$ cat config.mk
export PLATFORM = sky130hd
export DESIGN_NAME = fetch_unit
export DESIGN_NICKNAME = d
export VERILOG_FILES = /design/src/rtl/fetch_pkg.sv /design/src/rtl/fetch_unit.sv
export SDC_FILE = /design/constraint.sdc
export NUM_CORES = 1
export LEC_CHECK = 0
export ABC_AREA = 1
export CAP_MARGIN = 20
export CORE_MARGIN = 3
export CORE_UTILIZATION = 43
export CTS_CLUSTER_SIZE = 24
export DETAILED_ROUTE_END_ITERATION = 7
export GPL_TIMING_DRIVEN = 0
export PLACE_DENSITY = 0.77
export SYNTH_ARGS = -nofsm -noshare
export SYNTH_HDL_FRONTEND = slang
export SYNTH_SLANG_ARGS = --single-unit
$ cat constraint.sdc
create_clock -name clk -period 11 [get_ports clk]
set_input_delay 3.3 -clock clk [delete_from_list [all_inputs] [get_ports clk]]
set_output_delay 3.3 -clock clk [all_outputs]
set_load 0.05 [all_outputs]
$ cat src/rtl/fetch_pkg.sv
// fetch_pkg: shared widths, constants and FSM state type for the fetch stage
package fetch_pkg;
  localparam int PC_W = 64;
  localparam int INSTR_W = 32;
  localparam logic [INSTR_W-1:0] NOP = 32'h0000_0013;
  typedef enum logic [1:0] {IDLE, RUN, FAULT} fetch_state_t;
endpackage

$ cat src/rtl/fetch_unit.sv
// fetch_unit: owns the PC, fetches from a combinational instruction memory and
// holds one fetched word in a valid/ready slot for decode.
module fetch_unit
  import fetch_pkg::*;
#(
  parameter logic [PC_W-1:0] RESET_PC = '0,
  parameter int IMEM_WORDS = 1024
) (
  input  logic               clk,
  input  logic               reset,
  output logic [PC_W-1:0]    imem_addr,
  input  logic [INSTR_W-1:0] imem_instr,
  input  logic               redirect_valid,
  input  logic [PC_W-1:0]    redirect_pc,
  output logic               out_valid,
  input  logic               out_ready,
  output logic [PC_W-1:0]    out_pc,
  output logic [INSTR_W-1:0] out_instr,
  output logic               fault,
  output logic [PC_W-1:0]    fault_pc,
  output logic [31:0]        fetch_count
);
  localparam logic [PC_W-1:0] LIMIT = PC_W'(IMEM_WORDS) << 2;
  fetch_state_t state_q, state_d;
  logic [PC_W-1:0] pc_q;
  logic advance, hs, redir, mis, oor, fetch;
  assign imem_addr = pc_q;
  always_comb begin
    advance = !out_valid || out_ready;
    hs = out_valid && out_ready;
    redir = redirect_valid && state_q != FAULT;
    mis = redir && redirect_pc[1:0] != 2'b00;
    oor = state_q == RUN && !redirect_valid && advance && pc_q >= LIMIT;
    fetch = state_q == RUN && !redirect_valid && advance && !oor;
    state_d = (mis || oor) ? FAULT : (redir || state_q == IDLE) ? RUN : state_q;
  end
  always_ff @(posedge clk or posedge reset)
    if (reset) state_q <= IDLE;
    else state_q <= state_d;
  // A redirect always flushes the slot; otherwise it holds only while stalled.
  always_ff @(posedge clk or posedge reset) begin
    if (reset) begin
      pc_q <= RESET_PC;
      out_valid <= 1'b0;
      out_pc <= '0;
      out_instr <= '0;
      fault <= 1'b0;
      fault_pc <= '0;
      fetch_count <= '0;
    end else begin
      if (hs) fetch_count <= fetch_count + 32'd1;
      if (mis || oor) begin
        fault <= 1'b1;
        fault_pc <= mis ? redirect_pc : pc_q;
      end
      if (redir && !mis) pc_q <= redirect_pc;
      else if (fetch) pc_q <= pc_q + PC_W'(4);
      if (fetch) begin
        out_pc <= pc_q;
        out_instr <= imem_instr;
      end
      out_valid <= fetch || (out_valid && !out_ready && !redirect_valid && state_q == RUN);
    end
  end
endmodule

Yosys cells after proc, flatten, opt, wreduce, memory -nomap -nowiden
Cells that the tools add are included.
Widths: inputs -> output; s select.
{"block": "totals", "reg_bits": 260, "inputBits": 100, "out_inout_bits": 258, "wordCells": 42}
{"block": "op_classes", "n_addsub": 2, "order_cmp": 1, "n_eq_ne": 2, "muxes": 5, "reduce_logical": 24}
{"operator": "$mux 64", "n": 3}
{"operator": "$add 64x3->64 const B", "n": 1}
{"operator": "$ge 64x13->1 const B", "n": 1}
{"operator": "$add 32x1->32 const B", "n": 1}
{"operator": "$logic_and 1x1->1", "n": 11}
{"operator": "$reduce_bool 2->1", "n": 3}
{"operator": "$logic_not 1->1", "n": 5}
{"operator": "$logic_or 1x1->1", "n": 4}
{"operator": "$mux 2", "n": 2}
{"operator": "$eq 2x1->1 const B", "n": 1}
{"operator": "$logic_not 2->1", "n": 1}
{"operator": "$ne 2x2->1 const B", "n": 1}

Longest topological paths before layout
{"block": "depth", "ltp_word": 8, "ltp_mapped": 12, "mapped_depth_nobuf": 10}

Least setup slack after synthesis
OpenSTA, ideal clock, no wires.
{"block": "synth_timing", "path_kind": "input-to-reg", "startpoint": "input port redirect_valid", "endpoint": "register out_pc[2]", "setup_time_ps": 130, "t_arrival_ps": 4296, "required_ps": 10870, "path_slack_ps": 6574, "stages": 6, "path_buffers": 2, "cell_sequence": "nor4_1 -> nand3_1 -> buf_2 -> buf_2 -> nand2_1 -> o21ai_0"}
{"block": "synth_via", "elab_chain_cells": 6}
{"element": "start, declared", "line_no": "fetch_unit.sv:13", "text": "input logic redirect_valid,"}
{"element": "$logic_not 1->1 (*)", "line_no": "fetch_unit.sv:33, fetch_unit.sv:34"}
{"element": "$logic_and 1x1->1 (*) (2 in series)", "line_no": "fetch_unit.sv:33, fetch_unit.sv:34"}
{"element": "$logic_and 1x1->1", "line_no": "fetch_unit.sv:33", "text": "oor = state_q == RUN && !redirect_valid && advance && pc_q >= LIMIT;"}
{"element": "$logic_not 1->1", "line_no": "fetch_unit.sv:34", "text": "fetch = state_q == RUN && !redirect_valid && advance && !oor;"}
{"element": "$logic_and 1x1->1 (*)", "line_no": "fetch_unit.sv:34"}
{"element": "end signal, assigned", "line_no": "fetch_unit.sv:59", "text": "out_pc <= pc_q;"}
{"element": "end, declared", "line_no": "fetch_unit.sv:17", "text": "output logic [PC_W-1:0] out_pc,"}
Mark *: on every way between the ends. The rest lies on a longest branch, timed or not.
A chain may end at the register's enable or synchronous reset.

Worst setup path after layout
{"block": "layout_timing", "startpoint": "register pc_q[12], in the netlist imem_addr[12]", "endpoint": "output port imem_addr[12]"}
{"element": "start, declared", "line_no": "fetch_unit.sv:25", "text": "logic [PC_W-1:0] pc_q;"}
{"element": "start signal, assigned", "line_no": "fetch_unit.sv:56", "text": "if (redir && !mis) pc_q <= redirect_pc;"}
{"element": "start signal, assigned", "line_no": "fetch_unit.sv:57", "text": "else if (fetch) pc_q <= pc_q + PC_W'(4);"}
{"element": "end, declared", "line_no": "fetch_unit.sv:11", "text": "output logic [PC_W-1:0] imem_addr,"}
No word-level cell between the ends.

==> results.py <==
metrics = {
    "sta": {
        "grt_setup_unrepaired": "no",
        "relSlewSlack": 0.510,
        "drv_slew": 0,
        "fin_crit_sh": 0.471,
        "worst_slew_pin_slew_ns": 0.734,
        "finalSetupViolCount": 0,
        "max_freq_mhz": 193,
        "period_needed_ns": 5.18,
        "setup_ws_ns": 5.82,
        "clock_skew_ns": 0.0203,
        "hold_violations": 0,
        "setup_tns_ns": 0,
    },
    "die": {
        "dieHeight_um": 171,
        "die_area_mm2": 0.0292,
        "row_count": 59,
        "die_x_um": 171,
        "initial_core_util": 0.443,
        "io-pin-count": 358,
        "fp.coreArea_mm2": 0.0264,
    },
    "global_routing": {
        "grt_max_degree": 132,
        "grt_use_total": 0.249,
        "grt_pass1_vias": 10800,
        "grt_pass1_wl_um": 58100,
        "grt_overflow": 0,
        "antenna_found_initial": 2,
    },
    "routing": {
        "postRouteAntennaNets": 0,
        "drc": 0,
        "vias_per_cell": 4.96,
        "wl_per_cell_um": 16.9,
        "drt_wl_total_um": 37200,
        "drtPass1Iterations": 5,
        "drt_iter0_markers": 762,
        "vias": 10900,
    },
    "yosys": {
        "syn_area_mm2": 0.0117,
        "yosysWarnings": 0,
        "synth.top_cells.by_area": "dfrtp_1 56%, nand2_1 18%, inv_1 6.0%, nand3_1 5.0%, o21ai_0 3.9%",
        "synth_seq_area_share": 0.557,
        "synth_top_area_share": 0.557,
        "syn_inst": 1459,
        "synth.distinct_cells": 27,
        "synth_seq_cells": 260,
        "yosys.area.top_type": "dfrtp_1",
        "syn_area_per_cell_um2": 8.00,
        "synth_nets": 1562,
    },
    "clocking": {
        "cts-resized-gates": 0,
        "cts.sinks": 260,
        "tritoncts": "yes",
        "clk_latency_ns": 0.54,
        "root_buffer": "clkbuf_16",
        "cts_hold_buf": 0,
        "cts_buffers": 29,
        "h-tree-depth": 1,
        "post_cts_buffers": 0,
        "cts_buffer_depth": 3,
        "clk_pin_slew_ns": 0.06,
    },
    "critical_path": {
        "crit_family": "buffers and inverters",
        "crit_buf_inv": 1,
        "critPathKind": "reg2out",
        "slowest_delay_ns": 0.89,
        "worstPathMaxFanout": 5,
        "cp.arrival_ns": 1.88,
        "startpoint_type": "flop",
        "worstPathRequired_ns": 7.70,
        "crit_chain": "clkdlybuf4s50_1",
        "cp_slowest_cell": "clkdlybuf4s50_1",
        "critPathCaptureType": "output port",
    },
    "power_and_ir_drop": {
        "p_per_area_mw_per_mm2": 258,
        "vdd_drop_max_uv": 199,
        "p_leak_nw": 8.56,
    },
    "layout": {
        "syn_to_final_growth_pct": 43.0,
        "antenna_cells": 0,
        "nFillCells": 2212,
        "drive_gt1_frac": 0.0551,
        "final_cell_mix": "562 x nand2_1, 357 x clkdlybuf4s50_1, 260 x dfrtp_1, 187 x inv_1, 117 x nand3_1",
        "final_net_count": 1952,
        "mostFrequentLayoutCell": "nand2_1",
    },
    "worst_hold_path": {
        "hold_class": "reg2reg",
    },
    "place": {
        "place_ws_ns": 5.42,
        "gp_congestion": 0.886,
        "io_buffer_count": 357,
        "hpwlAfterDp_um": 27400,
    },
    "job": {
        "maxCapViolCount": 0,
    },
    "run_status": {
        "status": "finished clean",
    },
}
cells by family after synthesis:
group | Yosys count | synth area share
XOR/XNOR | 28 | 0.0210
AO/OA/AOI/OAI | 125 | 0.0538
buffers and inverters | 259 | 0.0926
flip-flops | 260 | 0.557
AND/OR/NAND/NOR | 784 | 0.272
adder cells (fa/ha/maj) | 3 | 0.00322
registers in the layout, indices dropped and copies added (netlist names):
register and count:
fault_pc 64, imem_addr 64, out_pc 64, fetch_count 32, out_instr 32, state_q 2, fault 1, out_valid 1
synthesized netlist by cell type, drive strengths merged:
cell type,instances
or2,2
o31ai,1
buf,53
o21ai,124
xor2,18
nor4,1
clkbuf,17
and3,1
ha,3
nor3,5
nand2,563
nand3b,8
xnor2,10
nand4,12
inv,189
dfrtp,260
nor2,75
nand3,117
path summary, 6_finish.rpt:
| check | from | endpoint | slack [ns] | cells past startpoint |
|---|---|---|---|---|
| worst max register to register | state_q[1] | out_pc[2] | 8.94 | 6 |
| worst min-delay path | out_pc[48] | out_pc[48] | 0.46 | 2 |
| min in group asynchronous | reset | out_pc[21] | 3.04 | 2 |
| worst min register to register | out_pc[48] | out_pc[48] | 0.46 | 2 |
| max in group asynchronous | reset | out_pc[3] | 7.08 | 3 |
| worst max-delay path | imem_addr[12] | imem_addr[12] | 5.82 | 1 |
per-layer routing:
layer | vias to the layer above | wire (um) | track usage
li1 | 5274 | - | -
met5 | - | 27 | 0
met4 | 4 | 1190 | 0.0765
met1 | 5199 | 15200 | 0.317
met2 | 397 | 17700 | 0.420
met3 | 70 | 3050 | 0.0652
final cells by class:
cell class	count	area, um2	area share
plain buffers	70	372	0.0223
clock buffers	41	821	0.0492
clock inverters	12	146	0.00877
inverters	189	717	0.0429
multi-input cells	940	4090	0.245
flip-flops and latches	260	6510	0.390
well taps	335	419	0.0251
repair buffers	359	3630	0.217
metrics by stage:
| stage | instance area (um2) | util | std cells | power (W) | hold WS [ns] |
|---|---|---|---|---|---|
| global placement | 15700 | 0.595 | 2151 | 0.00330 | 0.447 |
| global route | 16700 | 0.634 | 2206 | 0.00453 | 0.481 |
| finish | 16700 | 0.634 | 2206 | 0.00431 | 0.462 |
| floorplan | 11700 | - | 1459 | 0.00261 | 0.473 |
| CTS | 16700 | 0.634 | 2206 | 0.00434 | 0.467 |
| detailed placement | 15700 | 0.597 | 2153 | 0.00334 | 0.451 |
power breakdown:
| part | total (W) | internal, W | switching (W) |
|---|---|---|---|
| clock network | 0.000978 | 0.000589 | 0.000390 |
| logic | 0.00196 | 0.000616 | 0.00135 |
| registers | 0.00137 | 0.00118 | 0.000192 |
| total | 0.00431 | 0.00238 | 0.00193 |
worst reg2reg max path: cells and delay by family (launching register included):
kind,cells,cell delay (ns)
buffers and inverters,2,0.48
and+or+nand+nor,3,0.97
AOI/OAI and AO/OA,1,0.07
DFF,1,0.41
No activity file was read; power rests on OpenSTA's default activity.
==> edit, RTL diff (config.mk and constraints unchanged) <==
Re-encode `fetch_state_t` (3 states) as one-hot, 3 bits wide.
--- a/src/rtl/fetch_pkg.sv
+++ b/src/rtl/fetch_pkg.sv
@@ -3,6 +3,6 @@
   localparam int PC_W = 64;
   localparam int INSTR_W = 32;
   localparam logic [INSTR_W-1:0] NOP = 32'h0000_0013;
-  typedef enum logic [1:0] {IDLE, RUN, FAULT} fetch_state_t;
+  typedef enum logic [2:0] {IDLE = 3'b001, RUN = 3'b010, FAULT = 3'b100} fetch_state_t;
 endpackage
 
Formal check against the unedited RTL: same outputs for any inputs over 4 cycles, from zero or initial values and one cycle with reset high; so few cycles prove little.
==> edit against the unedited design <==
  * Core utilization decreased by 0.47 points
  * Fmax fell by 0.64%
  * Sequential cell count rose by 1
  * Power increased by 2.1%
  * Largest power group unchanged
  * Synthesized area grew 1.4%
  * Routed wire length grew 0.52%
  * Critical path depth unchanged
  * Via count up 0.61%
  * Cell area increased by 1.8%
  * Register-to-register slack lost 0.10 ns
  * Worst setup slack worse by 0.034 ns
  * Worst hold slack better by 0.0011 ns
  * Sequential share of layout area shrank 0.53 points
==> edit: results (changes against the unedited design) <==
irDropWorstVdd_uv: 237.9  # was 198.9 uV
switching_share_pct: 43.67  # was 44.71%
grt_use_met1_pct: 32.24  # was 31.70%
min-delay-start: "out_pc[14]"  # was out_pc[48]
first_global_vias: 10930  # was 10840
synth.area.top_cells: "dfrtp_1 55%, nand2_1 19%, inv_1 5.4%"  # was dfrtp_1 56%, nand2_1 18%, inv_1 6.0%
cellLeakagePower_nw: 8.700  # was 8.563 nW
grt_max_degree: 124  # was 132
ys.flop_type: "dfrtp_1"  # unchanged
syn-num-nets: 1566  # was 1562
syn_avg_cell_area_um2: 8.090  # was 8.003 um2
ctsResizeCount: 0  # unchanged
gp_congestion: 0.8793  # was 0.8864
worst_hold_slack_ns: 0.4635  # was 0.4624 ns
grt_util_all_layers_pct: 24.93  # about the same
nNetsFinal: 1956  # was 1952
relSlewSlack_pct: 52.14  # was 51.04%
cts-root-buf: "clkbuf_16"  # unchanged
htree_levels: 1  # unchanged
outcome: "finished, final reports clean"  # unchanged
met2_usage_pct: 41.93  # was 41.98%
grt_use_met3_pct: 6.333  # was 6.516%
drive_above_1_share_pct: 5.547  # was 5.505%
dr.pass1.iters: 6  # was 5
synthTopCellsByCount: "599 x nand2_1, 260 x dfrtp_1, 171 x inv_1"  # was 562 x nand2_1, 260 x dfrtp_1, 188 x inv_1
synth_cell_types: 31  # was 27
grt_pass1_wl_um: 58710  # was 58060 um
reg2reg_slack_ns: 8.84  # was 8.94 ns
synth.most_common_cell: "nand2_1"  # unchanged
crit_required_ns: 7.70  # about the same
finClkSkew_ns: 0.01216  # was 0.02035 ns
antenna_found_initial: 3  # was 2
min_delay_worst_endpoint: "out_pc[14]"  # was out_pc[48]
cts_max_path_buffers: 3  # unchanged
viasPerCell: 4.960  # was 4.961
path_max_fanout: 7  # was 5
layout.cells.non_filler: 2220  # was 2206
clock_latency_ns: 0.56  # was 0.54 ns
synth_top_area_share_pct: 54.97  # was 55.72%
clk_pin_slew_worst_paths_ns: 0.06  # about the same
ys_seq_area_share_pct: 55.19  # was 55.72%
r2r_end: "fault_pc[8]"  # was out_pc[2]
hold-path-cell-count: 2  # unchanged
postCtsSetupBuffers: 0  # unchanged
r2r-start: "state_q[0]"  # was state_q[1]
drt-wirelength-per-cell_um: 16.84  # was 16.86 um
drtIter0Drc: 1002  # was 762
placed_area_mm2: 0.01590  # was 0.01573 mm2
r2r_cells: 8  # was 6
dp.final_hpwl_um: 27340  # was 27430 um
[edit: power groups by stage]
| stage | clock network [mW] | logic [mW] | registers, mW |
|---|---|---|---|
| final | 1.09 | 1.94 | 1.37 |
| after global routing | 1.15 | 2.08 | 1.41 |
| after CTS | 1.10 | 1.95 | 1.37 |
| after floorplan | 0 | 0.531 | 2.08 |
| after detailed placement | 0 | 1.94 | 1.38 |
| after global placement | 0 | 1.92 | 1.38 |
[edit: stage by stage]
stage,setup slack (ns),utilization [%]
2_1_floorplan,0.5182,-
3_3_place_gp,-2.812,58.60
3_5_place_dp,5.510,58.83
4_1_cts,5.756,62.86
5_1_grt,5.730,62.88
6_report,5.785,62.89
[edit: cell families (layout without fill, tap and decap cells)]
family | Yosys count | after routing | share of synthesized area (%)
adders and majority gates | 3 | 3 | 0.3172
and+or+nand+nor | 827 | 827 | 28.38
buffers and inverters | 242 | 654 | 9.672
other | 0 | 4 | 0
AOI/OAI and AO/OA | 102 | 102 | 4.366
xor gates and xnor gates | 28 | 28 | 2.072
DFF | 261 | 261 | 55.19
[edit: worst max path at each step]
stage                   start      endpoint  slack (ns)  depth (start not counted)
3_5_place_dp   redirect_valid   fault_pc[8]        5.51                          9
4_1_cts          imem_addr[9]  imem_addr[9]        5.76                          1
2_1_floorplan           reset         fault        0.52                          1
5_1_grt          imem_addr[9]  imem_addr[9]        5.73                          1
3_3_place_gp            reset  fault_pc[31]       -2.81                          2
6_report         imem_addr[9]  imem_addr[9]        5.79                          1
[edit: metal layers]
layer	up-vias	routed length, um
li1	5273	-
met1	5200	15320
met2	451	17670
met3	87	3297
met4	0	1104
met5	-	0
[edit: layout make-up]
cell class | count | area (um2)
Multi-Input combinational cell | 960 | 4159
Antenna cell | 4 | 10.01
Clock buffer | 43 | 858.3
Fill cell | 2280 | 10030
Inverter | 173 | 656.9
Sequential cell | 261 | 6533
Clock inverter | 10 | 230.2
Buffer | 69 | 495.5
Tap cell | 341 | 426.7
Timing Repair Buffer | 359 | 3628
